## src/rtl/johnson_seq_ctrl.sv

```systemverilog
// Start/done sequencer over a WIDTH-stage Johnson ring with binary position tracking.
// Optional illegal-ring recovery is built when JOHNSON_SELFCHECK_EN is defined.
module johnson_seq_ctrl #(
    parameter int WIDTH = 4,
    parameter int CNT_W = 8
) (
    input  logic                          clk,
    input  logic                          rst,
    input  logic                          start,
    input  logic                          dir,
    input  logic [CNT_W-1:0]              steps,
    input  logic                          abort,
    output logic [WIDTH-1:0]              q,
    output logic [$clog2(2*WIDTH)-1:0]    pos,
    output logic                          busy,
    output logic                          done,
    output logic                          err
);
    localparam int PW = $clog2(2 * WIDTH);
    localparam logic [PW-1:0]    POS_LAST = PW'(2 * WIDTH - 1);
    localparam logic [PW-1:0]    POS_ONE  = PW'(1);
    localparam logic [CNT_W-1:0] CNT_ONE  = CNT_W'(1);
    localparam logic [CNT_W-1:0] CNT_ZERO = '0;

    typedef enum logic [1:0] {IDLE, RUN, DONE} state_t;

    state_t             state;
    state_t             state_n;
    logic [CNT_W-1:0]   remaining;
    logic               dir_q;
    logic               load;
    logic               advance;
    logic [WIDTH-1:0]   q_adv;
    logic [PW-1:0]      pos_adv;

    always_ff @(posedge clk or posedge rst) begin
        if (rst) begin
            state <= IDLE;
        end else begin
            state <= state_n;
        end
    end

    // abort beats the final advance: the RUN branch checks it before stepping
    always_comb begin
        state_n = state;
        load    = 1'b0;
        advance = 1'b0;
        case (state)
            IDLE: begin
                if (start) begin
                    if (steps != CNT_ZERO) begin
                        load    = 1'b1;
                        state_n = RUN;
                    end else begin
                        state_n = DONE;
                    end
                end
            end
            RUN: begin
                if (abort) begin
                    state_n = IDLE;
                end else begin
                    advance = 1'b1;
                    if (remaining == CNT_ONE) begin
                        state_n = DONE;
                    end
                end
            end
            DONE: begin
                state_n = IDLE;
            end
            default: begin
                state_n = IDLE;
            end
        endcase
    end

    always_comb begin
        q_adv   = q;
        pos_adv = pos;
        if (dir_q) begin
            q_adv   = {~q[0], q[WIDTH-1:1]};
            pos_adv = (pos == '0) ? POS_LAST : pos - POS_ONE;
        end else begin
            q_adv   = {q[WIDTH-2:0], ~q[WIDTH-1]};
            pos_adv = (pos == POS_LAST) ? '0 : pos + POS_ONE;
        end
    end

    assign busy = (state == RUN);
    assign done = (state == DONE);

`ifdef JOHNSON_SELFCHECK_EN
    localparam logic [WIDTH-2:0] DIFF_ONE = (WIDTH-1)'(1);

    // A legal Johnson code has at most one boundary between adjacent bits
    logic [WIDTH-2:0] ring_diff;
    logic             ring_legal;

    assign ring_diff  = q[WIDTH-1:1] ^ q[WIDTH-2:0];
    assign ring_legal = ((ring_diff & (ring_diff - DIFF_ONE)) == '0);
`endif

    always_ff @(posedge clk or posedge rst) begin
        if (rst) begin
            q         <= '0;
            pos       <= '0;
            remaining <= '0;
            dir_q     <= 1'b0;
`ifdef JOHNSON_SELFCHECK_EN
            err       <= 1'b0;
`endif
        end else begin
            if (load) begin
                dir_q     <= dir;
                remaining <= steps;
            end
            if (advance) begin
                remaining <= remaining - CNT_ONE;
                q         <= q_adv;
                pos       <= pos_adv;
            end
`ifdef JOHNSON_SELFCHECK_EN
            if (!ring_legal) begin
                q   <= '0;
                pos <= '0;
                err <= 1'b1;
            end
`endif
        end
    end

`ifndef JOHNSON_SELFCHECK_EN
    assign err = 1'b0;
`endif

endmodule

```

## config.mk

```make
export PLATFORM = sky130hd
export DESIGN_NAME = johnson_seq_ctrl
export DESIGN_NICKNAME = d
export VERILOG_FILES = /design/src/rtl/johnson_seq_ctrl.sv
export SDC_FILE = /design/constraint.sdc
export NUM_CORES = 1
export LEC_CHECK = 0
export CAP_MARGIN = 40
export CORE_MARGIN = 4
export CORE_UTILIZATION = 53
export CTS_BUF_LIST = sky130_fd_sc_hd__clkbuf_16
export DETAILED_ROUTE_END_ITERATION = 10
export PLACE_DENSITY = 0.83
export REMOVE_ABC_BUFFERS = 1
export SYNTH_ARGS = -nofsm -noshare
export SYNTH_HDL_FRONTEND = slang
export SYNTH_SLANG_ARGS = --single-unit
```

## constraint.sdc

```tcl
create_clock -name clk -period 3 [get_ports clk]
set_clock_uncertainty 0.1 [all_clocks]
set_input_delay 0.9 -clock clk [delete_from_list [all_inputs] [get_ports clk]]
set_output_delay 0.9 -clock clk [all_outputs]
set_load 0.005 [all_outputs]
```

Word level (Yosys, flattened, before mapping)
Index checks and enable logic that the tools add are counted.

word-level totals
  register bits after elaboration = 18
  output and inout bits = 10
  input port bits = 13

cells by class
  equal/unequal tests = 6
  $add $sub $neg = 3
  bitwise logic cells = 2
  reduce and logical (&&, ||, !) cells = 5
  multiplexer cells = 16

operators with widths
  operator             number
  $mux 8               2
  $mux 3               3
  $eq 8x1->1 const B   1
  $mux 2               4
  $reduce_bool 8->1    1
  $sub 8x1->8 const B  1
  $mux 1               5
  $mux 4               1
  $pmux 2 s2           1
  $add 3x1->3 const B  1
  $eq 3x3->1 const B   1
  $logic_not 3->1      1
  $ne 3x2->1 const B   1
  $sub 3x1->3 const B  1
  $eq 2x1->1 const B   1
  $eq 2x2->1 const B   1
  $logic_not 2->1      1
  $ne 2x2->1 const B   1
  $not 1->1            2
  $reduce_and 2->1     1
  $reduce_bool 2->1    1

Depth between registers and ports, before layout
  depth in word-level cells = 6
  gate-level depth with buffers = 6

Worst setup path after synthesis
OpenSTA, ideal clock, no wires.

  kind = in2reg
  from = input port steps[4]
  to = register dir_q
  buffers on the path = 0
  setup slack = 0.830 ns
  arrival = 1.946 ns
  stages = 3
  library setup time = 0.125 ns
  cells stage by stage = or4_1 > o21ai_2 > mux2_2

between the ends
  longest elaborated chain between the ends = 4

RTL lines
  item                    RTL line  RTL
  start: declaration      11        input logic [CNT_W-1:0] steps,
  $reduce_bool 8->1       52        if (steps != CNT_ZERO) begin
  $mux 1                  52
  $mux 1                  51        if (start) begin
  $mux 1                  49        case (state)
  end signal: assignment  116       dir_q <= dir;
  end: declaration        30        logic dir_q;

Every way passes these cells.
A chain may end at the register's enable or synchronous reset.

Worst setup path in the final report
Same ends and word-level chain as after synthesis.

==> results.py <==
metrics = {
    "final_layout": {
        "fin_area_sq_um": 1360,
        "num-fill-cells": 136,
        "area_growth_syn_to_layout_pct": 28.8,
        "antennaDiodeCount": 0,
        "drive_gt1_share_pct": 9.02,
        "final_cell_mix": "clkdlybuf4s50_1, dfrtp_1, nand2_1",
        "fin_nets": 153,
        "layout_commonest_cell": "clkdlybuf4s50_1",
    },
    "yosys": {
        "ys_top_cells_by_area": "dfrtp_1, ha_1, o21ai_0",
        "ys_ff_latch": 18,
        "yosysSeqAreaShare_pct": 42.7,
        "synth.avg_cell_area_sq_um": 9.51,
        "synth_top_area_share_pct": 42.7,
        "ys_warn_count": 0,
        "synthAdderAreaFrac_pct": 7.11,
        "synth_cell_types": 35,
        "synth_xor_xnor_area_share_pct": 0,
        "synthMuxAreaShare_pct": 3.91,
        "synthSimpleGateAreaFrac_pct": 22.2,
        "synthCells": 111,
        "async_flop_share_pct": 100,
        "synth_compound_area_share_pct": 17.7,
        "synth-edff-count": 0,
        "synthFlopType": "dfrtp_1",
        "synth_area_sq_um": 1060,
        "synth_top_family_by_area": "simple AND/OR/NAND/NOR gates",
        "synth_top_area_cell": "dfrtp_1",
    },
    "global_routing": {
        "grt_max_degree": 19,
        "grt_antenna_before_repair": 0,
        "grt-ovfl-total": 0,
        "grt_usage_pct": 17.9,
        "grt_pass1_wl_mm": 3.56,
        "grt_pass1_vias": 821,
    },
    "routing": {
        "initialDrtViolationCount": 25,
        "wl_mm": 2.14,
        "wl_per_cell_um": 13.6,
        "dr.pass1.iters": 4,
        "via_per_inst": 5.61,
        "ant_nets": 0,
        "drc": 0,
        "vias": 886,
    },
    "placement": {
        "io_buffers": 21,
        "dp_slack_ps": 282,
        "placed_area_sq_um": 1280,
        "place_congestion": 0.885,
        "hpwlAfterDp_mm": 1.59,
    },
    "die": {
        "die_height_um": 52.6,
        "num_io_pins": 23,
        "dieWidth_um": 52.6,
        "rows": 15,
        "die-area_sq_um": 2770,
        "start_util_pct": 58.6,
        "core_sq_um": 1800,
    },
    "timing": {
        "finalCriticalPeriod_ps": 2480,
        "finalHoldViolations": 0,
        "setup_tns_ps": 0,
        "setup_violations": 0,
        "fmax_mhz": 404,
        "setup_slack_ps": 523,
        "slew-limit-headroom_pct": 55.1,
        "rsz0062_at_grt": "no",
        "hold_slack_ps": 386,
        "worst_pin_slew_ps": 667,
        "maxSlewViolCount": 0,
        "fin_crit_sh_pct": 82.6,
    },
    "clocking": {
        "htree_levels": 1,
        "cts_tree": "built",
        "clk_path_buf_depth": 2,
        "cts_hold_buf": 0,
        "clk_pin_slew_ps": 50,
        "cts_buffers": 3,
        "clock-root-buffer": "clkbuf_16",
        "cts_setup_buffers": 0,
        "clock_sinks": 18,
        "cts_resized": 0,
        "insertion_delay_ps": 250,
    },
    "power_and_ir_drop": {
        "p_leak_nw": 0.578,
        "cellPowerDensity_nw_per_um2": 847,
        "power.total_mw": 1.15,
        "ir_drop_mv": 0.625,
    },
    "critical_path": {
        "slowest_delay_ps": 580,
        "path_max_fanout": 5,
        "critical_path_class": "input pin to register",
        "critPathLaunchType": "input pin",
        "r2r_cells": 4,
        "worstPathArrival_ps": 2510,
        "crit_path_top_delay_cell": "or4_1",
        "path_cells": "clkdlybuf4s50_1, or4_1, o21ai_2, mux2_2",
        "end_kind": "register",
        "cp_data_required_time_ps": 3030,
    },
    "job": {
        "drv_cap": 0,
    },
    "hold_path": {
        "min_path_type": "register to register",
        "hold_depth": 2,
    },
    "status": {
        "status": "completed",
    },
}
-- cell families (layout without fill, tap and decap cells) --
| logic type | Yosys count | in the layout |
|---|---|---|
| compound gates | 30 | 30 |
| fa+ha+maj | 6 | 6 |
| buf+inv | 13 | 35 |
| flops | 18 | 18 |
| mux | 4 | 4 |
| other cells | 1 | 1 |
| simple gates | 39 | 39 |
-- registers in the layout, indices dropped and copies added (netlist names) --
register and flops:
dir_q 1, pos 3, remaining 8, state 2
q 4
-- through the flow --
stage | utilization [%] | cells
3_3_place_gp | 71.1 | 154
2_1_floorplan | - | 105
6_report | 75.5 | 158
4_1_cts | 75.5 | 158
3_5_place_dp | 71.1 | 154
5_1_grt | 75.5 | 158
-- critical path, delay by kind of cell --
kind            cells  cell delay, ps
simple gates        1             580
buf+inv             1             420
mux                 1             360
compound gates      1             240
-- final cells by class --
class                           instances  area, sq um  share of cell area (%)
Multi-Input combinational cell         80          541                    39.7
Clock inverter                          1         3.75                   0.276
Tap cell                               25         31.3                    2.30
Inverter                                7         26.3                    1.93
Timing Repair Buffer                   24          233                    17.1
Sequential cell                        18          450                    33.1
Clock buffer                            3         75.1                    5.52
-- power by group --
part / switching, mW / internal, mW / leakage [nW]
registers: 0.117 / 0.338 / 0.221
logic: 0.192 / 0.241 / 0.318
clock network: 0.0880 / 0.177 / 0.0385
total: 0.397 / 0.756 / 0.578
-- Yosys cell counts (2+ instances only) --
cell      count
nor2_1        4
nand2_1      11
a22oi_1       2
nand3_1       8
inv_1         7
buf_4         2
nor2b_1       2
o21ai_0      10
mux2i_1       3
dfrtp_1      18
a21oi_1       7
nand4b_1      2
o211ai_1      5
ha_1          6
nor3_1        2
or3_1         2
clkbuf_1      2
-- final timing paths --
path	start	end	slack [ps]
hold / removal	remaining[5]$_DFFE_PP0P_	remaining[5]$_DFFE_PP0P_	390
min in group asynchronous	rst	remaining[4]$_DFFE_PP0P_	950
max in group asynchronous	rst	pos[0]$_DFFE_PP0P_	1420
hold reg to reg	remaining[5]$_DFFE_PP0P_	remaining[5]$_DFFE_PP0P_	390
setup reg to reg	state[1]$_DFFE_PP0P_	pos[2]$_DFFE_PP0P_	1200
setup / recovery	steps[4]	dir_q$_DFFE_PP0P_	520
-- layer usage --
layer  vias to the layer above  GRT usage, %  routed length, um
met4                         0          8.94                 54
li1                        443             -                  -
met1                       409          23.0               1020
met2                        28          27.9                960
met5                         -             0                  0
met3                         6          4.27                111
Note: power is estimated with default switching activity, not from simulation.
==> RTL change 1, RTL diff (same flow settings) <==
`WIDTH`: 4 -> 8.
--- a/src/rtl/johnson_seq_ctrl.sv
+++ b/src/rtl/johnson_seq_ctrl.sv
@@ -2,5 +2,5 @@
 // Optional illegal-ring recovery is built when JOHNSON_SELFCHECK_EN is defined.
 module johnson_seq_ctrl #(
-    parameter int WIDTH = 4,
+    parameter int WIDTH = 8,
     parameter int CNT_W = 8
 ) (
Ports: changed (resized pos and q); port bits go from 23 to 28. No check against the original RTL was run, so the function may have changed too.
==> RTL change 1 against the unedited design <==
Utilization shrank 2.0 points. Sequential cell count grew 5. Wire length grew 47%. Area after synthesis grew 25%. Cell area grew 24%. Count of clock-buffer cells in the layout is the same. Setup slack gained 0.051 ns. Total power grew 32%. Non-clock buffer count grew 6. Largest cell class unchanged. Highest routed layer unchanged.
==> RTL change 1: results (changes against the unedited design) <==
worst_setup_path:
  slowest_delay_ns: 0.56  # -0.02 ns
  cp_slowest_cell: "or4_4"
  crit_path_max_fanout: 4  # -1
  reg2regPathDepth: 4  # unchanged
  crit_family: "compound AO/OA/AOI/OAI gates"
  critPathArrivalTime_ns: 2.46  # -0.05 ns
global_routing:
  antenna_found_initial: 0  # unchanged
  grt_pass1_vias: 1196  # +46%
  grt_usage_pct: 20.7  # +2.8 points
  grt_pass1_wl_um: 5440  # +53%
  grt_max_degree: 24  # +5
yosys:
  netlist_top_cells_count: "dfrtp_1 (23), nand2_1 (23), o21ai_0 (13), mux2i_1 (7)"
  async_reset_ff_share_pct: 100  # unchanged
  ys_seq_area_share_pct: 43.7  # +1.1 points
  ys.warnings.count: 0  # unchanged
  ys_types: 40  # +14%
  dominantRegCellSynth: "dfrtp_1"
  yosys-top-cells-area: "dfrtp_1 (44%), nand2_1 (6.6%), mux2i_1 (5.3%)"
min_path:
  hold_path.class: "register to register"
  hold_depth: 2  # unchanged
clocking:
  path_clk_slew_ns: 0.06
  clock_latency_ns: 0.26
  cts_root_buffer: "clkbuf_16"
  clk_path_buf_depth: 2  # unchanged
place:
  gp_congestion: 0.894  # +0.96%
  dpl.hpwl_um: 2310  # +45%
  portBuffers: 26  # +24%
  place_area_um2: 1610  # +25%
finish:
  nets: 183  # +20%
  n_antenna_cell: 0  # unchanged
  top_regs: "q: 8 flops, remaining: 8 flops, pos: 4 flops"
  fillers: 180  # +32%
  layout-drive-gt1-share_pct: 11.5  # +2.5 points
pwr:
  leakage_nw: 0.711  # +23%
  irDropWorstVdd_mv: 0.697  # +12%
detailed_routing:
  firstDrtPassIters: 4  # unchanged
  drt_iter0_drc: 56  # +120%
  routed_wl_um: 3150  # +47%
  vias_per_cell: 5.91  # +5.4%
sta:
  relSlewSlack_pct: 59.1  # +4.0 points
job:
  max_cap_violations: 0  # unchanged
status:
  status: "finished clean"
==> RTL change 1: through the flow <==
stage | power [mW] | utilization (%) | instances | worst slack [ns]
after detailed placement | 1.22 | 69.9 | 189 | 0.326
after CTS | 1.52 | 73.5 | 193 | 0.563
after global placement | 1.18 | 69.9 | 189 | 0.343
after global routing | 1.62 | 73.5 | 193 | 0.489
after floorplan | 0.916 | - | 131 | 0.840
final | 1.52 | 73.5 | 193 | 0.574
==> RTL change 1: final timing paths <==
path,startpoint,endpoint,slack (ns)
min in group asynchronous,rst,pos[0],0.88
max in group asynchronous,rst,remaining[2],1.68
worst max register to register,state[1],pos[0],1.28
worst min register to register,remaining[6],remaining[6],0.44
worst min-delay path,remaining[6],remaining[6],0.44
worst max-delay path,steps[2],remaining[6],0.57
==> RTL change 1: kinds of logic after synthesis <==
family / after synthesis / synth area share (%)
other: 1 / 0.285
AOI/OAI and AO/OA: 36 / 18.5
and+or+nand+nor: 52 / 22.5
xor gates and xnor gates: 2 / 1.33
DFF: 23 / 43.7
muxes: 7 / 5.32
buffers and inverters: 13 / 4.47
adders and majority gates: 4 / 3.80
==> RTL change 1: layer usage <==
metal	GRT usage (%)	up-vias	wire length, um
li1	-	546	-
met1	25.6	544	1360
met2	36.8	44	1590
met3	3.12	7	156
met4	6.62	0	41
met5	0	-	0
==> RTL change 1: area by class of cell <==
| type | instances | area share, % |
|---|---|---|
| clock buffers | 3 | 4.45 |
| clock inverters | 1 | 0.445 |
| inverters | 6 | 1.33 |
| multi-input cells | 102 | 40.4 |
| flip-flops and latches | 23 | 34.1 |
| well taps | 28 | 2.08 |
| repair buffers | 30 | 17.2 |
==> RTL change 1: power breakdown <==
group,internal [mW],switching (mW),total [mW]
registers,0.438,0.178,0.616
logic,0.337,0.269,0.606
clock network,0.181,0.115,0.296
==> RTL change 2, RTL diff (config.mk and constraints unchanged) <==
Made on the original files. Reset style: synchronous (`rst`), changed in 2 clocked blocks.
--- a/src/rtl/johnson_seq_ctrl.sv
+++ b/src/rtl/johnson_seq_ctrl.sv
@@ -34,5 +34,5 @@
     logic [PW-1:0]      pos_adv;
 
-    always_ff @(posedge clk or posedge rst) begin
+    always_ff @(posedge clk) begin
         if (rst) begin
             state <= IDLE;
@@ -103,5 +103,5 @@
 `endif
 
-    always_ff @(posedge clk or posedge rst) begin
+    always_ff @(posedge clk) begin
         if (rst) begin
             q         <= '0;
Formal check against the unedited RTL: differs if rst is asserted again (counterexample within 4 cycles, from zero or initial values and one cycle with rst high); with rst held inactive, the same outputs for 10 cycles.
==> RTL change 2 against the unedited design <==
Sequential cell count did not move. Wire length rose by 19%. Utilization fell by 0.47 points. Cell area fell by 1.7%. Area after synthesis fell by 2.8%. Via count rose by 17%. Final cell count rose by 6.3%. Register-to-register slack got worse by 0.17 ns. Setup slack got worse by 0.082 ns. Largest cell class unchanged.
Power is not compared: it rests on default switching activity, and its combinational part moved more than twofold at a synthesized area within 25%.
==> RTL change 2: results (changes against the unedited design) <==
status:
  status: "finished clean"
min_path:
  min_to: "remaining[6]"
  hp-start: "remaining[6]"
yosys:
  ys_seq_area_share_pct: 35.1  # -7.5 points
  synth-adder-area-share_pct: 7.32  # +0.21 points
  netlist_top_cells_count: "dfxtp_1 (18), a21oi_1 (12), nor2_1 (12), inv_1 (7)"
  synth_compound_area_share_pct: 25.5  # +7.8 points
  muxShareOfSynthArea_pct: 3.90  # -0.0075 points
  syn_avg_cell_area_um2: 8.41  # -12%
  async_reset_ff_share_pct: 0  # -100 points
detailed_routing:
  vias_per_cell: 6.15  # +9.7%
  vias: 1033  # +17%
  drt_iter0_drc: 27  # +8.0%
  post_drt_wl_per_cell_um: 15.2  # +12%
place:
  place_area_um2: 1260  # -1.5%
  dp_cells: 165  # +7.1%
  dpl.hpwl_um: 1750  # +10%
  portBuffers: 21  # unchanged
  gp_congestion: 0.970  # +9.6%
worst_setup_path:
  crit_path_max_fanout: 13  # +8
  r2r_slack_ns: 1.03  # -0.17 ns
  critPathArrivalTime_ns: 2.62  # +0.11 ns
  r2r_end: "remaining[7]"
global_routing:
  grt_pass1_wl_um: 4330  # +22%
  grt_pass1_vias: 983  # +20%
  antenna_found_initial: 0  # unchanged
sta:
  hold_ws_ns: 0.376  # -0.0102 ns
  worst_slew_pin_slew_ns: 0.767  # +0.0996 ns
finish:
  layout-drive-gt1-share_pct: 7.69  # -1.3 points
  fillers: 126  # -7.4%
[RTL change 2: cell types whose count changed in the layout (fill, tap and decap cells not counted), sizes merged, moves of 6 or more]
cell / change
o21ai: -9
a211oi: +6
nor2: +8
dfxtp: +18
dfrtp: -18
[RTL change 2: critical path, delay by kind of cell]
family / cells / cell delay (ns)
AO/OA/AOI/OAI: 3 / 0.52
AND/OR/NAND/NOR: 1 / 0.58
buffers and inverters: 2 / 0.63
[RTL change 2: worst max path at each step]
stage	slack, ns	start	cells past startpoint	end
after detailed placement	0.20	steps[6]	6	remaining[2]
after global routing	0.33	steps[6]	6	remaining[4]
after global placement	0.27	steps[6]	6	remaining[2]
after CTS	0.44	steps[6]	6	remaining[4]
final	0.44	steps[6]	6	remaining[4]
after floorplan	0.62	steps[6]	4	remaining[2]
[RTL change 2: per-layer routing]
metal  wire length (um)  track usage, %  vias up
li1                   -               -      500
met1               1060            25.3      467
met2               1210            37.4       57
met3                220            4.58        9
met4                 59            8.73        0
met5                  0               0        -
[RTL change 2: power by group through the flow]
stage               clock network (mW)  registers (mW)  logic [mW]
finish                           0.265           0.280       0.136
global route                     0.279           0.283       0.149
CTS                              0.268           0.279       0.134
detailed placement                   0           0.284       0.132
global placement                     0           0.283       0.129
floorplan                            0           0.279      0.0745
[RTL change 2: cell families after synthesis]
logic type	count (synthesis)
other	1
AOI/OAI and AO/OA	38
and+or+nand+nor	40
buffers and inverters	15
adders and majority gates	6
DFF	18
muxes	4
[RTL change 2: cell type report]
class | instances | area (um^2) | area share, %
Multi-Input combinational cell | 89 | 597 | 44.6
Sequential cell | 18 | 360 | 26.9
Timing Repair Buffer | 26 | 248 | 18.5
Clock buffer | 3 | 75.1 | 5.61
Tap cell | 25 | 31.3 | 2.34
Inverter | 7 | 26.3 | 1.96
